### config.mk
export PLATFORM = sky130hd
export DESIGN_NAME = menu_textmenu_sel_flat
export DESIGN_NICKNAME = d
export VERILOG_FILES = /design/src/rtl/vga_pkg.sv /design/src/rtl/menu_textmenu_sel_if.sv /design/src/rtl/menu_cursor_fsm.sv /design/src/rtl/menu_textmenu_sel.sv /design/src/flat_wrapper.sv
export SDC_FILE = /design/constraint.sdc
export NUM_CORES = 1
export LEC_CHECK = 0
export BUFFER_PORTS_ARGS = -buffer_cell sky130_fd_sc_hd__buf_2
export CAP_MARGIN = 20
export CORE_ASPECT_RATIO = 1.75
export CORE_MARGIN = 2
export CORE_UTILIZATION = 60
export CTS_CLUSTER_DIAMETER = 200
export DETAILED_ROUTE_END_ITERATION = 7
export PLACE_DENSITY = 0.85
export SYNTH_ARGS = -nofsm -noshare
export SYNTH_HDL_FRONTEND = slang
export SYNTH_SLANG_ARGS = --single-unit
### constraint.sdc
create_clock -name clk -period 3.6 [get_ports clk]
set_input_delay 0.54 -clock clk [delete_from_list [all_inputs] [get_ports clk]]
set_output_delay 0.54 -clock clk [all_outputs]
set_load 0.03 [all_outputs]
### src/rtl/vga_pkg.sv
// Shared menu types, glyph codes and the menu text table for the menu screen.
// Glyph codes are 7-bit; NKL/NKR/A are the existing bracket and letter codes of the font ROM.
package vga_pkg;

  typedef enum logic [1:0] {
    BROWSE  = 2'd0,
    CONFIRM = 2'd1,
    ACTIVE  = 2'd2
  } menu_state_t;

  localparam int GLYPH_W = 7;
  typedef logic [GLYPH_W-1:0] glyph_t;

  localparam glyph_t NKL = 7'h28;
  localparam glyph_t NKR = 7'h29;
  localparam glyph_t A   = 7'h41;

  localparam glyph_t SPACE        = 7'h20;
  localparam glyph_t BRACKET_L    = NKL;
  localparam glyph_t BRACKET_R    = NKR;
  localparam glyph_t CURSOR_GLYPH = 7'h3E;
  localparam glyph_t ACTIVE_GLYPH = A;

  localparam int MENU_TEXT_ROWS = 16;
  localparam int MENU_TEXT_COLS = 12;

  // Each row is a 12-character string; index 0 is the leftmost character.
  localparam logic [0:MENU_TEXT_COLS-1][7:0] MENU_TEXT [MENU_TEXT_ROWS] = '{
    "START GAME  ",
    "OPTIONS     ",
    "HIGH SCORES ",
    "CREDITS     ",
    "EXIT        ",
    "ITEM 05     ",
    "ITEM 06     ",
    "ITEM 07     ",
    "ITEM 08     ",
    "ITEM 09     ",
    "ITEM 10     ",
    "ITEM 11     ",
    "ITEM 12     ",
    "ITEM 13     ",
    "ITEM 14     ",
    "ITEM 15     "
  };

  function automatic int sel_width(input int rows);
    return (rows > 1) ? $clog2(rows) : 1;
  endfunction

  function automatic glyph_t menu_glyph(input logic [3:0] row, input logic [3:0] idx);
    if (idx >= 4'd12) begin
      return SPACE;
    end
    return MENU_TEXT[row][idx][GLYPH_W-1:0];
  endfunction

endpackage

### src/rtl/menu_textmenu_sel_if.sv
// Menu text/selection bus: character address and button pulses in, glyph and selection out.
interface menu_textmenu_sel_if #(
  parameter int ROWS   = 4,
  parameter int CODE_W = 7
);

  localparam int SEL_W = vga_pkg::sel_width(ROWS);

  logic [7:0]        char_xy;
  logic              btn_up;
  logic              btn_down;
  logic              btn_select;
  logic              btn_back;
  logic [CODE_W-1:0] char_code;
  logic [SEL_W-1:0]  sel_row;
  logic              sel_valid;
  logic [SEL_W-1:0]  sel_item;
  logic              active;

  modport master (
    output char_xy,
    output btn_up,
    output btn_down,
    output btn_select,
    output btn_back,
    input  char_code,
    input  sel_row,
    input  sel_valid,
    input  sel_item,
    input  active
  );

  modport slave (
    input  char_xy,
    input  btn_up,
    input  btn_down,
    input  btn_select,
    input  btn_back,
    output char_code,
    output sel_row,
    output sel_valid,
    output sel_item,
    output active
  );

endinterface

### src/rtl/menu_cursor_fsm.sv
// Browse/confirm/active state machine with the highlighted-row counter and confirmed-item latch.
// MENU_WRAP_EN: when defined the cursor wraps at the ends, otherwise it saturates.
module menu_cursor_fsm
  import vga_pkg::*;
#(
  parameter int ROWS  = 4,
  parameter int SEL_W = sel_width(ROWS)
) (
  input  logic             clk,
  input  logic             rst_n,
  input  logic             btn_up,
  input  logic             btn_down,
  input  logic             btn_select,
  input  logic             btn_back,
  output logic [SEL_W-1:0] sel_row,
  output logic             sel_valid,
  output logic [SEL_W-1:0] sel_item,
  output logic             active
);

`ifdef MENU_WRAP_EN
  localparam bit WRAP_EN = 1'b1;
`else
  localparam bit WRAP_EN = 1'b0;
`endif

  localparam logic [SEL_W-1:0] LAST_ROW = SEL_W'(ROWS - 1);

  menu_state_t      state_q, state_d;
  logic [SEL_W-1:0] sel_row_q, sel_row_d;
  logic [SEL_W-1:0] sel_item_q, sel_item_d;
  logic             sel_valid_q, sel_valid_d;
  logic             active_q, active_d;

  // Select wins over movement, and opposing up/down presses cancel out.
  always_comb begin
    state_d    = state_q;
    sel_row_d  = sel_row_q;
    sel_item_d = sel_item_q;
    case (state_q)
      BROWSE: begin
        if (btn_select) begin
          state_d    = CONFIRM;
          sel_item_d = sel_row_q;
        end else if (btn_up && !btn_down) begin
          if (sel_row_q == '0) begin
            sel_row_d = WRAP_EN ? LAST_ROW : '0;
          end else begin
            sel_row_d = sel_row_q - SEL_W'(1);
          end
        end else if (btn_down && !btn_up) begin
          if (sel_row_q == LAST_ROW) begin
            sel_row_d = WRAP_EN ? '0 : LAST_ROW;
          end else begin
            sel_row_d = sel_row_q + SEL_W'(1);
          end
        end
      end
      CONFIRM: begin
        state_d = ACTIVE;
      end
      ACTIVE: begin
        if (btn_back) begin
          state_d = BROWSE;
        end
      end
      default: begin
        state_d = BROWSE;
      end
    endcase
    sel_valid_d = (state_d == CONFIRM);
    active_d    = (state_d == ACTIVE);
  end

  always_ff @(posedge clk or negedge rst_n) begin
    if (!rst_n) begin
      state_q     <= BROWSE;
      sel_row_q   <= '0;
      sel_item_q  <= '0;
      sel_valid_q <= 1'b0;
      active_q    <= 1'b0;
    end else begin
      state_q     <= state_d;
      sel_row_q   <= sel_row_d;
      sel_item_q  <= sel_item_d;
      sel_valid_q <= sel_valid_d;
      active_q    <= active_d;
    end
  end

  assign sel_row   = sel_row_q;
  assign sel_valid = sel_valid_q;
  assign sel_item  = sel_item_q;
  assign active    = active_q;

endmodule

### src/rtl/menu_textmenu_sel.sv
// Menu text source: maps char_xy to a registered glyph code and overlays the selection cursor.
// MENU_WRAP_EN (in menu_cursor_fsm) selects wrapping instead of saturating cursor movement.
module menu_textmenu_sel
  import vga_pkg::*;
#(
  parameter int ROWS   = 4,
  parameter int COLS   = 16,
  parameter int CODE_W = 7
) (
  input  logic                clk,
  input  logic                rst_n,
  menu_textmenu_sel_if.slave  bus
);

  localparam int SEL_W = sel_width(ROWS);

  logic [SEL_W-1:0]  sel_row;
  logic [SEL_W-1:0]  sel_item;
  logic              sel_valid;
  logic              active;
  logic [3:0]        row;
  logic [3:0]        col;
  glyph_t            glyph;
  logic [CODE_W-1:0] char_code_d, char_code_q;

  menu_cursor_fsm #(
    .ROWS  (ROWS),
    .SEL_W (SEL_W)
  ) u_cursor_fsm (
    .clk        (clk),
    .rst_n      (rst_n),
    .btn_up     (bus.btn_up),
    .btn_down   (bus.btn_down),
    .btn_select (bus.btn_select),
    .btn_back   (bus.btn_back),
    .sel_row    (sel_row),
    .sel_valid  (sel_valid),
    .sel_item   (sel_item),
    .active     (active)
  );

  assign row = bus.char_xy[7:4];
  assign col = bus.char_xy[3:0];

  // Columns 0..3 form the "[>] " prefix; menu text starts at column 4.
  always_comb begin
    glyph = SPACE;
    if ((int'(row) < ROWS) && (int'(col) < COLS)) begin
      case (col)
        4'd0:    glyph = BRACKET_L;
        4'd1:    glyph = (row == 4'(sel_row)) ? (active ? ACTIVE_GLYPH : CURSOR_GLYPH) : SPACE;
        4'd2:    glyph = BRACKET_R;
        4'd3:    glyph = SPACE;
        default: glyph = menu_glyph(row, col - 4'd4);
      endcase
    end
    char_code_d = CODE_W'(glyph);
  end

  always_ff @(posedge clk or negedge rst_n) begin
    if (!rst_n) begin
      char_code_q <= CODE_W'(SPACE);
    end else begin
      char_code_q <= char_code_d;
    end
  end

  assign bus.char_code = char_code_q;
  assign bus.sel_row   = sel_row;
  assign bus.sel_valid = sel_valid;
  assign bus.sel_item  = sel_item;
  assign bus.active    = active;

endmodule

### src/flat_wrapper.sv
// flat-port wrapper written by rule: the top's interface ports become plain ports
module menu_textmenu_sel_flat import vga_pkg::*;
#(
  parameter int ROWS   = 4,
  parameter int COLS   = 16,
  parameter int CODE_W = 7
)
  (clk, rst_n, bus_char_xy, bus_btn_up, bus_btn_down, bus_btn_select, bus_btn_back, bus_char_code, bus_sel_row, bus_sel_valid, bus_sel_item, bus_active);
  menu_textmenu_sel_if #(.ROWS(ROWS), .CODE_W(CODE_W)) bus_i ();
  input  logic clk;
  input  logic rst_n;
  input wire logic [$bits(bus_i.char_xy)-1:0] bus_char_xy;
  input wire logic [$bits(bus_i.btn_up)-1:0] bus_btn_up;
  input wire logic [$bits(bus_i.btn_down)-1:0] bus_btn_down;
  input wire logic [$bits(bus_i.btn_select)-1:0] bus_btn_select;
  input wire logic [$bits(bus_i.btn_back)-1:0] bus_btn_back;
  output wire logic [$bits(bus_i.char_code)-1:0] bus_char_code;
  output wire logic [$bits(bus_i.sel_row)-1:0] bus_sel_row;
  output wire logic [$bits(bus_i.sel_valid)-1:0] bus_sel_valid;
  output wire logic [$bits(bus_i.sel_item)-1:0] bus_sel_item;
  output wire logic [$bits(bus_i.active)-1:0] bus_active;
  assign bus_i.char_xy = bus_char_xy;
  assign bus_i.btn_up = bus_btn_up;
  assign bus_i.btn_down = bus_btn_down;
  assign bus_i.btn_select = bus_btn_select;
  assign bus_i.btn_back = bus_btn_back;
  assign bus_char_code = bus_i.char_code;
  assign bus_sel_row = bus_i.sel_row;
  assign bus_sel_valid = bus_i.sel_valid;
  assign bus_sel_item = bus_i.sel_item;
  assign bus_active = bus_i.active;
  menu_textmenu_sel #(.ROWS(ROWS), .COLS(COLS), .CODE_W(CODE_W)) u_core (.clk(clk), .rst_n(rst_n), .bus(bus_i));
endmodule
Word level (Yosys, flattened, before mapping)
Memory sizes are Yosys's and may differ from the RTL's.
Cells that the tools add are included.
{"block": "totals", "regBits": 15, "mem_bits_ro": 1536, "output_inout_bits": 13, "elab_cells": 58, "mem_count": 1}
{"block": "classes", "addsub": 3, "magnitude_cmp": 4, "n_eq_ne": 9, "mux": 21, "bitwise": 3, "reduce_logical": 11}
{"memory": "(no name shown)", "depth": 16, "width": 96, "rd": 1, "rd_clocked_by_memory_dff": 0, "wr": 0, "line": "vga_pkg.sv:55", "rtl": "return MENU_TEXT[row][idx][GLYPH_W-1:0];"}
{"operator": "96-bit two-way mux", "n": 2}
{"operator": "7-bit two-way mux", "n": 7}
{"operator": "8-bit binary-select mux with 4-bit select", "n": 1}
{"operator": "7-bit case mux with 4 select lines", "n": 1}
{"operator": "2-bit two-way mux", "n": 6}
{"operator": "5-bit greater-or-equal comparator, second input constant", "n": 2}
{"operator": "4-bit inverter with 5-bit output", "n": 2}
{"operator": "4-bit by 2-bit == test with 1-bit output, second input constant", "n": 2}
{"operator": "2-bit == test, second input constant", "n": 3}
{"operator": "2-bit case mux with 3 select lines", "n": 1}
{"operator": "2-bit by 1-bit == test with 1-bit output, second input constant", "n": 2}
{"operator": "4-bit by 1-bit == test with 1-bit output, second input constant", "n": 1}
{"operator": "4-bit by 2-bit == test with 1-bit output", "n": 1}
{"operator": "4-bit greater-or-equal comparator, second input constant", "n": 1}
{"operator": "2-bit zero test", "n": 2}
{"operator": "4-bit zero test", "n": 1}
{"operator": "4-bit by 3-bit less-than comparator with 1-bit output, second input constant", "n": 1}
{"operator": "4-bit OR reduction", "n": 1}
{"operator": "4-bit by 3-bit subtractor with 4-bit output, second input constant", "n": 1}
{"operator": "1-bit two-way mux", "n": 3}
{"operator": "3-bit AND reduction", "n": 1}
{"operator": "2-bit by 1-bit adder with 2-bit output, second input constant", "n": 1}
{"operator": "1-bit logical AND", "n": 2}
{"operator": "1-bit zero test", "n": 2}
{"operator": "other kinds (4)", "n": 4}

Depth between registers and ports, before layout
Gate-level depths: netlist of the first run.
{"block": "depth", "depth_word": 10, "ltp_mapped": 10}

Hierarchy
A second synthesis of the first run with hierarchy kept.
{"block": "unflattened", "hier_cells": 183, "hier_area_um2": 1539.0}
{"module": "menu_textmenu_sel", "n_inst": 1, "cells_each": 156, "area_each_um2": 1176.1}
{"module": "menu_cursor_fsm", "n_inst": 1, "cells_each": 27, "area_each_um2": 362.8}

Least setup slack after synthesis of the first run
OpenSTA, ideal clock, no wires.
{"block": "synth_path", "kind": "in2reg", "start": "input bus_char_xy[4]", "end": "register u_core.char_code_q[0] (netlist: u_core.bus.char_code[0])", "setup_ns": 0.146, "arrival_time_ns": 2.018, "required_ns": 3.454, "slack_ns": 1.435, "stages": 9, "cell_sequence": "buf_2 -> inv_2 -> ha_1 -> ha_1 -> nand2b_1 -> o31ai_1 -> a22o_1 -> a2111oi_1 -> a311oi_1"}
{"block": "synth_between", "elab_chain_len": 10}
{"element": "start: declaration", "line": "flat_wrapper.sv:12", "rtl": "input wire logic [$bits(bus_i.char_xy)-1:0] bus_char_xy;"}
{"element": "4-bit inverter with 5-bit output (not written as such)", "line": "vga_pkg.sv:55"}
{"element": "memory read 16 x 96 bit"}
{"element": "96-bit two-way mux (not written as such) (2 in series)", "line": "vga_pkg.sv:55"}
{"element": "8-bit binary-select mux with 4-bit select", "line": "vga_pkg.sv:55"}
{"element": "7-bit two-way mux (not written as such) (2 in series)", "line": "vga_pkg.sv:55"}
{"element": "7-bit two-way mux", "line": "vga_pkg.sv:55"}
{"element": "7-bit case mux with 4 select lines", "line": "menu_textmenu_sel.sv:49", "rtl": "case (col)"}
{"element": "7-bit two-way mux *", "line": "menu_textmenu_sel.sv:48", "rtl": "if ((int'(row) < ROWS) && (int'(col) < COLS)) begin"}
{"element": "net u_core.char_code_d[0]", "line": "menu_textmenu_sel.sv:24", "rtl": "logic [CODE_W-1:0] char_code_d, char_code_q;"}
{"element": "end signal: assignment", "line": "menu_textmenu_sel.sv:62", "rtl": "char_code_q <= CODE_W'(SPACE);"}
{"element": "end signal: assignment", "line": "menu_textmenu_sel.sv:64", "rtl": "char_code_q <= char_code_d;"}
{"element": "end: declaration", "line": "menu_textmenu_sel.sv:24"}
The timed path passes the listed nets; every way through them passes the cells marked *. The select of a mux whose other input is x is not followed.
A chain may end at the register's enable or synchronous reset.

Worst setup path after layout of the first run
Same ends and word-level chain as after synthesis.

==> results of run 1 <==
-- logic make-up (layout without fill, tap and decap cells) --
kind of cell / count (synthesis) / after routing / share of synthesized area (%)
adders and majority gates: 10 / 10 / 8.29
xor gates and xnor gates: 2 / 2 / 1.16
muxes: 9 / 9 / 6.54
AOI/OAI and AO/OA: 57 / 57 / 25.8
DFF: 15 / 15 / 24.9
buffers and inverters: 25 / 40 / 8.95
and+or+nand+nor: 64 / 64 / 24.4
-- worst min-delay path by stage --
stage | cells past startpoint | to | slack, ps
finish | 1 | u_core.u_cursor_fsm.sel_row[0] | 180
global route | 1 | u_core.u_cursor_fsm.active | 200
CTS | 1 | u_core.u_cursor_fsm.active | 180
detailed placement | 1 | u_core.u_cursor_fsm.sel_row[0] | 450
global placement | 1 | u_core.u_cursor_fsm.sel_row[0] | 440
floorplan | 0 | u_core.bus.char_code[0] | 240
-- synth_stat cells (3+ instances only) --
library cell and count:
buf_2 6, nor3b_1 3, nand2_1 10, nand2b_1 6, nor2b_1 8, a211o_1 3, a221oi_1 3, inv_1 7
nor3_1 4, ha_1 10, inv_2 3, dfrtp_1 14, mux2_2 6, nand3_1 3, o21ai_0 15, a311oi_1 4
nor2_1 11, o21ai_1 3, o21a_1 3, buf_4 5, a21oi_1 7, a31oi_1 5
-- power by group through the flow --
stage	sequential, W	combinational [W]	clock (W)
after floorplan	0.000294	0.000142	0
after global placement	0.000244	0.000257	0
after detailed placement	0.000247	0.000264	0
after CTS	0.000245	0.000265	0.000135
after global routing	0.000251	0.000288	0.000142
final	0.000245	0.000266	0.000132
-- worst max-delay path, delay by kind of cell --
kind,cells,cell delay (ps)
AND/OR/NAND/NOR,1,80
buffers and inverters,2,310
AO/OA/AOI/OAI,4,810
adder cells (fa/ha/maj),2,520
-- layout make-up --
cell class	instances	area, um2
Multi-Input combinational cell	142	998
Fill cell	215	811
Sequential cell	15	377
Timing Repair Buffer	26	130
Clock buffer	3	41.3
Inverter	10	37.5
Tap cell	26	32.5
Clock inverter	1	5.00
-- through the flow --
step	instances	util (%)	setup slack (ps)	hold WS, ps
6_report	223	66.7	1450	175
5_1_grt	223	66.7	1280	199
4_1_cts	223	66.7	1480	184
3_5_place_dp	219	64.8	1230	447
3_3_place_gp	219	64.8	1250	442
2_1_floorplan	182	-	1440	244
-- metal layers --
layer | up-vias | share of wire [%] | track usage [%]
met5 | - | 0 | 0
met4 | 0 | 3.9 | 19.0
met3 | 14 | 5.1 | 2.84
met2 | 72 | 56 | 53.5
met1 | 686 | 35 | 29.9
li1 | 701 | - | -
-- sequential cells by signal (all words and copies together) (netlist names) --
register	count
u_core.u_cursor_fsm.sel_row	2
u_core.bus.char_code	7
u_core.u_cursor_fsm.active	1
u_core.u_cursor_fsm.sel_item	2
u_core.u_cursor_fsm.state_q	2
u_core.u_cursor_fsm.sel_valid	1
==> results by group, run 1 <==
Logic synthesis
  • Netlist cell types: 55
  • Mapped Nets: 206
  • Syn. warnings: 0
  • Share of the synthesized area in the top cell type: 23.2%
  • Synthesized instance count: 182
  • Register bit count reported by yosys: 15
  • Synth async-reset ratio: 100%
  • Top_reg_cell synth: dfrtp_1
  • Synth area leaders: dfrtp_1, ha_1, o21ai_0, mux2_2, nor2b_1
  • Mapped Area: 1510 um2
  • Mean Syn Cell Area: 8.30 um2
  • Post-synth top area cell: dfrtp_1
  • Sequential area share after synthesis: 24.9%
  • Number of enable flip-flop cells after synthesis: 0

CTS
  • CTS Buf Count: 3
  • Setup bufs post-CTS: 0
  • Worst skew pair latency: 250 ps
  • Clock-pin slew on the worst setup and hold paths: 50 ps
  • CTS tree: yes
  • CTS sink count: 15
  • Post-cts repair resize count: 0
  • CTS root buf: clkbuf_8
  • H-tree levels: 1
  • Hold_buf cts: 0
  • Max clock buf depth: 2

Power and ir drop
  • Sequential power share: 38.1%
  • Switch share: 40.7%
  • Logic gate share of total power: 41.3%
  • Cell Int Power: 0.000381 W
  • Clock share of power: 20.5%
  • Max IR drop VDD: 0.207 mV
  • Total power: 0.000643 W
  • Sw Pwr: 0.000262 W
  • Leak: 0.691 nW
  • Pwr Density: 396 nW/um2

Die
  • Die Height: 70.4 um
  • Initial Util: 62.1%
  • # rows: 24
  • Die area: 2950 um2
  • Total core area: 2430 um2
  • Ports: 27
  • Die width: 41.9 um

Routing
  • Detailed-route DRC error count: 0
  • Vias per cell: 6.61
  • Final ANT Viol Nets: 0
  • Wire length per cell: 18.0 um
  • Post-Route WL: 4.00 mm
  • Number of DRC markers in iteration 0: 75
  • Routed vias: 1473
  • DR pass1 iterations: 4

Timing
  • Fin. max-slew vios: 0
  • Final worst-path cycle share: 59.9%
  • Maximum clock frequency: 464 MHz
  • Slew margin rel.: 63.7%
  • Measured slew at the worst slew-check pin: 544 ps
  • Final hold vios: 0
  • Final setup fails: 0
  • RSZ-0062 raised after global routing: no
  • Crit path time final: 2150 ps
  • Final TNS setup: 0 ps
  • Final Skew: 1.35 ps

Min path
  • Hold Path Class: in -> async

Global route
  • First-pass GRT wire length: 6.62 mm
  • Largest net degree at the start of global routing: 34
  • Vias in the first global route: 1442
  • Total grt overflow: 0
  • Initial antenna violation count: 0
  • GRT Total Usage: 29.2%

Worst setup path
  • Worst setup SP type: input port
  • CP most frequent cell: ha_1
  • Crit path to: u_core.bus.char_code[0]
  • RR Startpoint: u_core.u_cursor_fsm.state_q[1]
  • Worst path cell trace: buf_2 -> inv_2 -> ha_1 -> ha_1 -> nand2b_1 -> o31ai_1 -> a22o_1 -> a2111oi_1 -> a311oi_1
  • R2R setup slack: 2150 ps
  • Crit end category: flip-flop
  • WS Path Type: in -> reg
  • Worst Path Required: 3700 ps
  • CP Max Fanout: 11
  • CP max stage cell: a2111oi_1
  • Critical Path AT: 2260 ps
  • Setup crit start: bus_char_xy[4]
  • Worst r2r dst: u_core.u_cursor_fsm.sel_row[0]
  • CP max stage delay: 420 ps
  • Reg2Reg Depth: 3

Final layout
  • Post-route cell area: 1620 um2
  • # nets final: 222
  • Ratio of cells with drive above 1 in the final layout: 23.4%
  • Most frequent cells in the layout: buf_2, o21ai_0, dfrtp_1
  • Diode count: 0
  • Commonest non-fill, non-tap cell in the layout: buf_2
  • Area Overhead vs Synth: 7.37%

Place
  • Area after DPL: 1580 um2
  • Dpl hpwl: 3.06 mm
  • Placer Congestion: 1.09
  • IO buf count: 26

Status
  • Run status: completed

Job
  • Max_cap viols: 0
Power figures use the tool's default switching activity.
==> run 2: changes to the inputs <==
--- a/config.mk
+++ b/config.mk
@@ -9,10 +9,10 @@
 export CAP_MARGIN = 20
 export CORE_ASPECT_RATIO = 1.75
 export CORE_MARGIN = 2
-export CORE_UTILIZATION = 60
+export CORE_UTILIZATION = 50
 export CTS_CLUSTER_DIAMETER = 200
 export DETAILED_ROUTE_END_ITERATION = 7
-export PLACE_DENSITY = 0.85
+export PLACE_DENSITY = 0.76
 export SYNTH_ARGS = -nofsm -noshare
 export SYNTH_HDL_FRONTEND = slang
 export SYNTH_SLANG_ARGS = --single-unit
==> constraint.sdc (replaced) <==
create_clock -name clk -period 1.9 [get_ports clk]
set_input_delay 0.285 -clock clk [delete_from_list [all_inputs] [get_ports clk]]
set_output_delay 0.285 -clock clk [all_outputs]
set_load 0.03 [all_outputs]
==> run 2 against run 1 <==
  * Total power increased by 95%
  * Clock power increased by 87%
  * Utilization decreased by 4.7 points
  * Flip-flop and latch count unchanged
  * Non-clock buffer count increased by 19
  * Critical path type unchanged
  * Critical path depth unchanged
  * Largest cell class unchanged
  * Worst hold slack improved by 160 ps
  * Design area increased by 11%
  * Highest routed layer unchanged
==> results by group, run 2 (same netlist as run 1, synthesis figures left out) <==
Timing
  • Crit path time final: 1660 ps
  • Measured slew at the worst slew-check pin: 410 ps
  • Final TNS setup: 0 ps
  • Final worst-path cycle share: 87.2%
  • Final hold vios: 0
  • Maximum clock frequency: 604 MHz
  • Final Skew: 3.05 ps
  • Fin. max-slew vios: 0
  • Slew margin rel.: 72.6%
  • RSZ-0062 raised after global routing: no
  • Setup ws final: 244 ps
  • Final setup fails: 0
  • Hold slack final: 337 ps

Job
  • Max_cap viols: 0

Routing
  • DR pass1 iterations: 4
  • Detailed-route DRC error count: 0
  • Vias per cell: 6.43
  • Final ANT Viol Nets: 0
  • Number of DRC markers in iteration 0: 34
  • Post-Route WL: 4.08 mm
  • Routed vias: 1568
  • Wire length per cell: 16.7 um

Final layout
  • Commonest non-fill, non-tap cell in the layout: buf_2
  • Fin util: 62.0%
  • # fillers: 253
  • Diode count: 0
  • Area Overhead vs Synth: 18.9%
  • Most frequent cells in the layout: buf_2, buf_4, o21ai_0
  • # nets final: 241
  • Ratio of cells with drive above 1 in the final layout: 29.6%
  • Largest register FFs: 7

Die
  • Die area: 3490 um2
  • Initial Util: 52.2%
  • # rows: 26
  • Ports: 27
  • Die Height: 76.7 um
  • Total core area: 2900 um2
  • Die width: 45.5 um

Place
  • Dpl hpwl: 3.27 mm
  • Placer Congestion: 0.957
  • IO buf count: 26
  • DP Worst Slack: 9.22 ps

Global route
  • Total grt overflow: 0
  • First-pass GRT wire length: 6.73 mm
  • Grt met3 use: 1.65%
  • GRT Total Usage: 25.0%
  • Global routing's busiest layer: met2
  • Vias in the first global route: 1529
  • Largest net degree at the start of global routing: 22
  • Met2 Use GR: 44.2%
  • Met1 GRT Util: 26.0%
  • Initial antenna violation count: 0

CTS
  • CTS sink count: 15
  • H-tree levels: 1
  • Clock-pin slew on the worst setup and hold paths: 60 ps
  • CTS Buf Count: 3
  • CTS root buf: clkbuf_8
  • Post-cts repair resize count: 0
  • Worst skew pair latency: 240 ps
  • Setup bufs post-CTS: 0
  • CTS tree: yes
  • Hold_buf cts: 1
  • Max clock buf depth: 2

Power and ir drop
  • Max IR drop VDD: 0.368 mV
  • Pwr Density: 698 nW/um2
  • Leak: 0.788 nW

Status
  • Run status: completed

Worst setup path
  • Worst Path Required: 2000 ps
  • Worst setup SP type: input port
  • Crit end category: flip-flop
  • CP max stage delay: 420 ps
  • CP Max Fanout: 5
  • Cell family with most CP delay: compound AO/OA/AOI/OAI gates
  • WS Path Type: in -> reg
  • Worst path cell trace: buf_2 -> inv_2 -> ha_2 -> ha_1 -> nand2b_1 -> o31ai_1 -> a22o_1 -> a2111oi_1 -> a311oi_1
  • Critical Path AT: 1750 ps
  • CP Buf/Inv Count: 2
  • CP max stage cell: a2111oi_1

Min path
  • Hold Path Class: in -> reg
run 2: cell types whose count changed in the layout (fill, tap and decap cells not counted):
cell | before | now
clkbuf_1 | 0 | 1
dlygate4sd3_1 | 0 | 1
buf_4 | 0 | 16
ha_2 | 0 | 1
buf_12 | 0 | 2
ha_1 | 10 | 9
clkinv_2 | 1 | 0
run 2: area by class of cell:
class	count	area, um2	share of cell area [%]
multi-input combinational	142	1000	55.7
clock buffer	4	45.0	2.51
inverter	10	37.5	2.09
tap	28	35.0	1.95
timing repair buffer	45	300	16.7
sequential	15	377	21.0
run 2: final timing paths:
check | from | end | slack [ps] | depth (start not counted)
worst min register to register | u_core.u_cursor_fsm.sel_item[1] | u_core.u_cursor_fsm.sel_item[1] | 510 | 1
min in group asynchronous | rst_n | u_core.u_cursor_fsm.sel_item[0] | 470 | 2
worst max-delay path | bus_char_xy[4] | u_core.bus.char_code[0] | 240 | 9
worst min-delay path | bus_btn_select | u_core.u_cursor_fsm.sel_valid | 340 | 2
worst max register to register | u_core.u_cursor_fsm.state_q[0] | u_core.u_cursor_fsm.sel_row[0] | 480 | 3
max in group asynchronous | rst_n | u_core.bus.char_code[5] | 1140 | 2
run 2: worst reg2reg max path: stages (launching register included):
cell and delay, ps:
dfrtp_1 440, or4_1 590, o21ai_0 180, o31ai_1 90
run 2: report_power, final:
group          internal, W  switching, W  total, W
sequential        0.000390     0.0000734  0.000463
combinational     0.000222      0.000320  0.000542
clock             0.000148     0.0000992  0.000247
total             0.000760      0.000493   0.00125
run 2: per-layer routing:
metal,vias up,routed length (um)
met4,0,239
met3,23,161
li1,737,-
met5,-,0
met2,71,2220
met1,737,1460
run 2: metrics by stage:
step | instances | power, W | area [um2]
after global placement | 239 | 0.000991 | 1740
after CTS | 244 | 0.00126 | 1800
after global routing | 244 | 0.00133 | 1800
after detailed placement | 239 | 0.00101 | 1740
final | 244 | 0.00125 | 1800
after floorplan | 182 | 0.000826 | 1510
==> run 3: changes to the inputs <==
--- a/config.mk
+++ b/config.mk
@@ -9,10 +9,9 @@
 export CAP_MARGIN = 20
 export CORE_ASPECT_RATIO = 1.75
 export CORE_MARGIN = 2
-export CORE_UTILIZATION = 50
+export CORE_UTILIZATION = 37
 export CTS_CLUSTER_DIAMETER = 200
 export DETAILED_ROUTE_END_ITERATION = 7
-export PLACE_DENSITY = 0.76
 export SYNTH_ARGS = -nofsm -noshare
 export SYNTH_HDL_FRONTEND = slang
 export SYNTH_SLANG_ARGS = --single-unit
==> run 3 against run 2 <==
  * First-iteration DRC count down 24%
  * Critical endpoint unchanged
  * Worst hold slack worse by 18 ps
  * Routed wire length up 1.5%
  * Largest cell class unchanged
  * Die area up 33%
  * Non-clock buffer count up 4
  * Combinational power about the same
  * Utilization down 15 points
  * Count of clock-buffer cells in the layout unchanged
  * Fmax down 2.3%
  * Via count down 3.6%
==> results by group, run 3 (same netlist as run 1, synthesis figures left out) <==
Final layout
  • Diode count: 0
  • Most frequent cells in the layout: buf_2, buf_4, o21ai_0
  • Commonest non-fill, non-tap cell in the layout: buf_2
  • Ratio of cells with drive above 1 in the final layout: 30.9%
  • # nets final: 245
  • Fin util: 47.4%
  • Largest register FFs: 7
  • Cell Count, Final, Fillers Out: 268
  • Area Overhead vs Synth: 22.5%

Routing
  • Detailed-route DRC error count: 0
  • DR pass1 iterations: 4
  • Number of DRC markers in iteration 0: 26
  • Vias per cell: 5.64
  • Final ANT Viol Nets: 0
  • Post-Route WL: 4.15 mm
  • Wire length per cell: 15.5 um
  • Routed vias: 1511

Die
  • Die area: 4630 um2
  • Initial Util: 38.7%
  • Die Height: 88.5 um
  • Die width: 52.3 um
  • Total core area: 3900 um2
  • Ports: 27
  • # rows: 30

Place
  • Placer Congestion: 0.917
  • Placed cells: 263
  • Dpl hpwl: 3.31 mm
  • IO buf count: 26

Worst setup path
  • Worst Path Required: 2050 ps
  • CP Max Fanout: 3
  • Worst setup SP type: input port
  • CP max stage delay: 430 ps
  • RR Startpoint: u_core.u_cursor_fsm.state_q[1]
  • Critical Path AT: 1840 ps
  • R2R setup slack: 470 ps
  • Reg2Reg Depth: 3
  • Setup crit start: bus_char_xy[4]
  • Crit end category: flip-flop
  • Worst r2r dst: u_core.u_cursor_fsm.sel_row[0]
  • Worst path cell trace: buf_2 -> inv_2 -> ha_1 -> nor3b_2 -> o21ai_0 -> a31oi_1 -> a2111oi_1 -> a311oi_1
  • CP max stage cell: nor3b_2
  • WS Path Type: in -> reg

Global route
  • Vias in the first global route: 1483
  • Total grt overflow: 0
  • First-pass GRT wire length: 6.90 mm
  • Largest net degree at the start of global routing: 18
  • GRT Total Usage: 19.7%
  • Initial antenna violation count: 0

CTS
  • CTS Buf Count: 3
  • Post-cts repair resize count: 0
  • CTS tree: yes
  • Setup bufs post-CTS: 0
  • Hold_buf cts: 1
  • Clock-pin slew on the worst setup and hold paths: 50 ps
  • CTS sink count: 15
  • Max clock buf depth: 2
  • CTS root buf: clkbuf_8
  • Worst skew pair latency: 240 ps
  • H-tree levels: 1

Power and ir drop
  • Logic gate share of total power: 43.2%
  • Leak: 0.807 nW
  • Cell Int Power: 0.000760 W
  • Clock share of power: 19.7%
  • Sw Pwr: 0.000492 W
  • Switch share: 39.3%
  • Sequential power share: 37.1%
  • Pwr Density: 676 nW/um2
  • Max IR drop VDD: 0.654 mV

Timing
  • Final setup fails: 0
  • Final Skew: 1.34 ps
  • Fin. max-slew vios: 0
  • Hold slack final: 319 ps
  • RSZ-0062 raised after global routing: no
  • Measured slew at the worst slew-check pin: 465 ps
  • Final worst-path cycle share: 89.2%
  • Crit path time final: 1700 ps
  • Slew margin rel.: 68.9%
  • Final hold vios: 0
  • Maximum clock frequency: 590 MHz

Min path
  • Hold Crit Depth: 2
  • Hold Path Class: in -> reg
  • Hold endpoint: u_core.u_cursor_fsm.sel_valid
  • Hold path start: bus_btn_select

Status
  • Run status: completed

Job
  • Max_cap viols: 0
==> run 3: changes by cell type in the layout (fill, tap and decap cells not counted), sizes merged <==
cell	before	now
buf	44	48
==> run 3: worst max-delay path by stage <==
stage	endpoint	slack, ps	depth (start not counted)
CTS	u_core.bus.char_code[0]	230	8
global placement	u_core.bus.char_code[3]	40	8
finish	u_core.bus.char_code[0]	200	8
floorplan	u_core.bus.char_code[3]	30	9
global route	u_core.bus.char_code[0]	110	10
detailed placement	u_core.bus.char_code[0]	-20	8
==> run 3: cell type report <==
class / instances / area, um2
Tap cell: 48 / 60.1
Multi-Input combinational cell: 142 / 1000
Timing Repair Buffer: 49 / 330
Clock buffer: 4 / 45.0
Fill cell: 412 / 2050
Inverter: 10 / 37.5
Sequential cell: 15 / 377
==> run 3: critical path, delay by kind of cell <==
kind                       cells  cell delay [ps]
adders and majority gates      1              190
AOI/OAI and AO/OA              4              750
and+or+nand+nor                1              430
buffers and inverters          2              170
==> run 3: power by group through the flow <==
| stage | clock network (W) | registers, W | logic (W) |
|---|---|---|---|
| floorplan | 0 | 0.000557 | 0.000269 |
| detailed placement | 0 | 0.000469 | 0.000539 |
| global route | 0.000268 | 0.000475 | 0.000589 |
| finish | 0.000247 | 0.000465 | 0.000540 |
| CTS | 0.000257 | 0.000465 | 0.000543 |
| global placement | 0 | 0.000468 | 0.000534 |
==> run 3: through the flow <==
stage	power (W)	setup WS, ps	setup TNS, ps	cell area [um2]
2_1_floorplan	0.000826	26.3	0	1510
3_3_place_gp	0.00100	44.8	0	1800
3_5_place_dp	0.00101	-15.7	-15.7	1800
4_1_cts	0.00127	233	0	1850
5_1_grt	0.00133	105	0	1850
6_report	0.00125	205	0	1850
==> run 3: per-layer routing <==
metal  track usage, %  share of wire [%]  vias up
li1                 -                  -      744
met1             20.8                 40      706
met2             36.7                 53       44
met3            0.845                2.9       17
met4             12.1                4.6        0
met5                0                  0        -
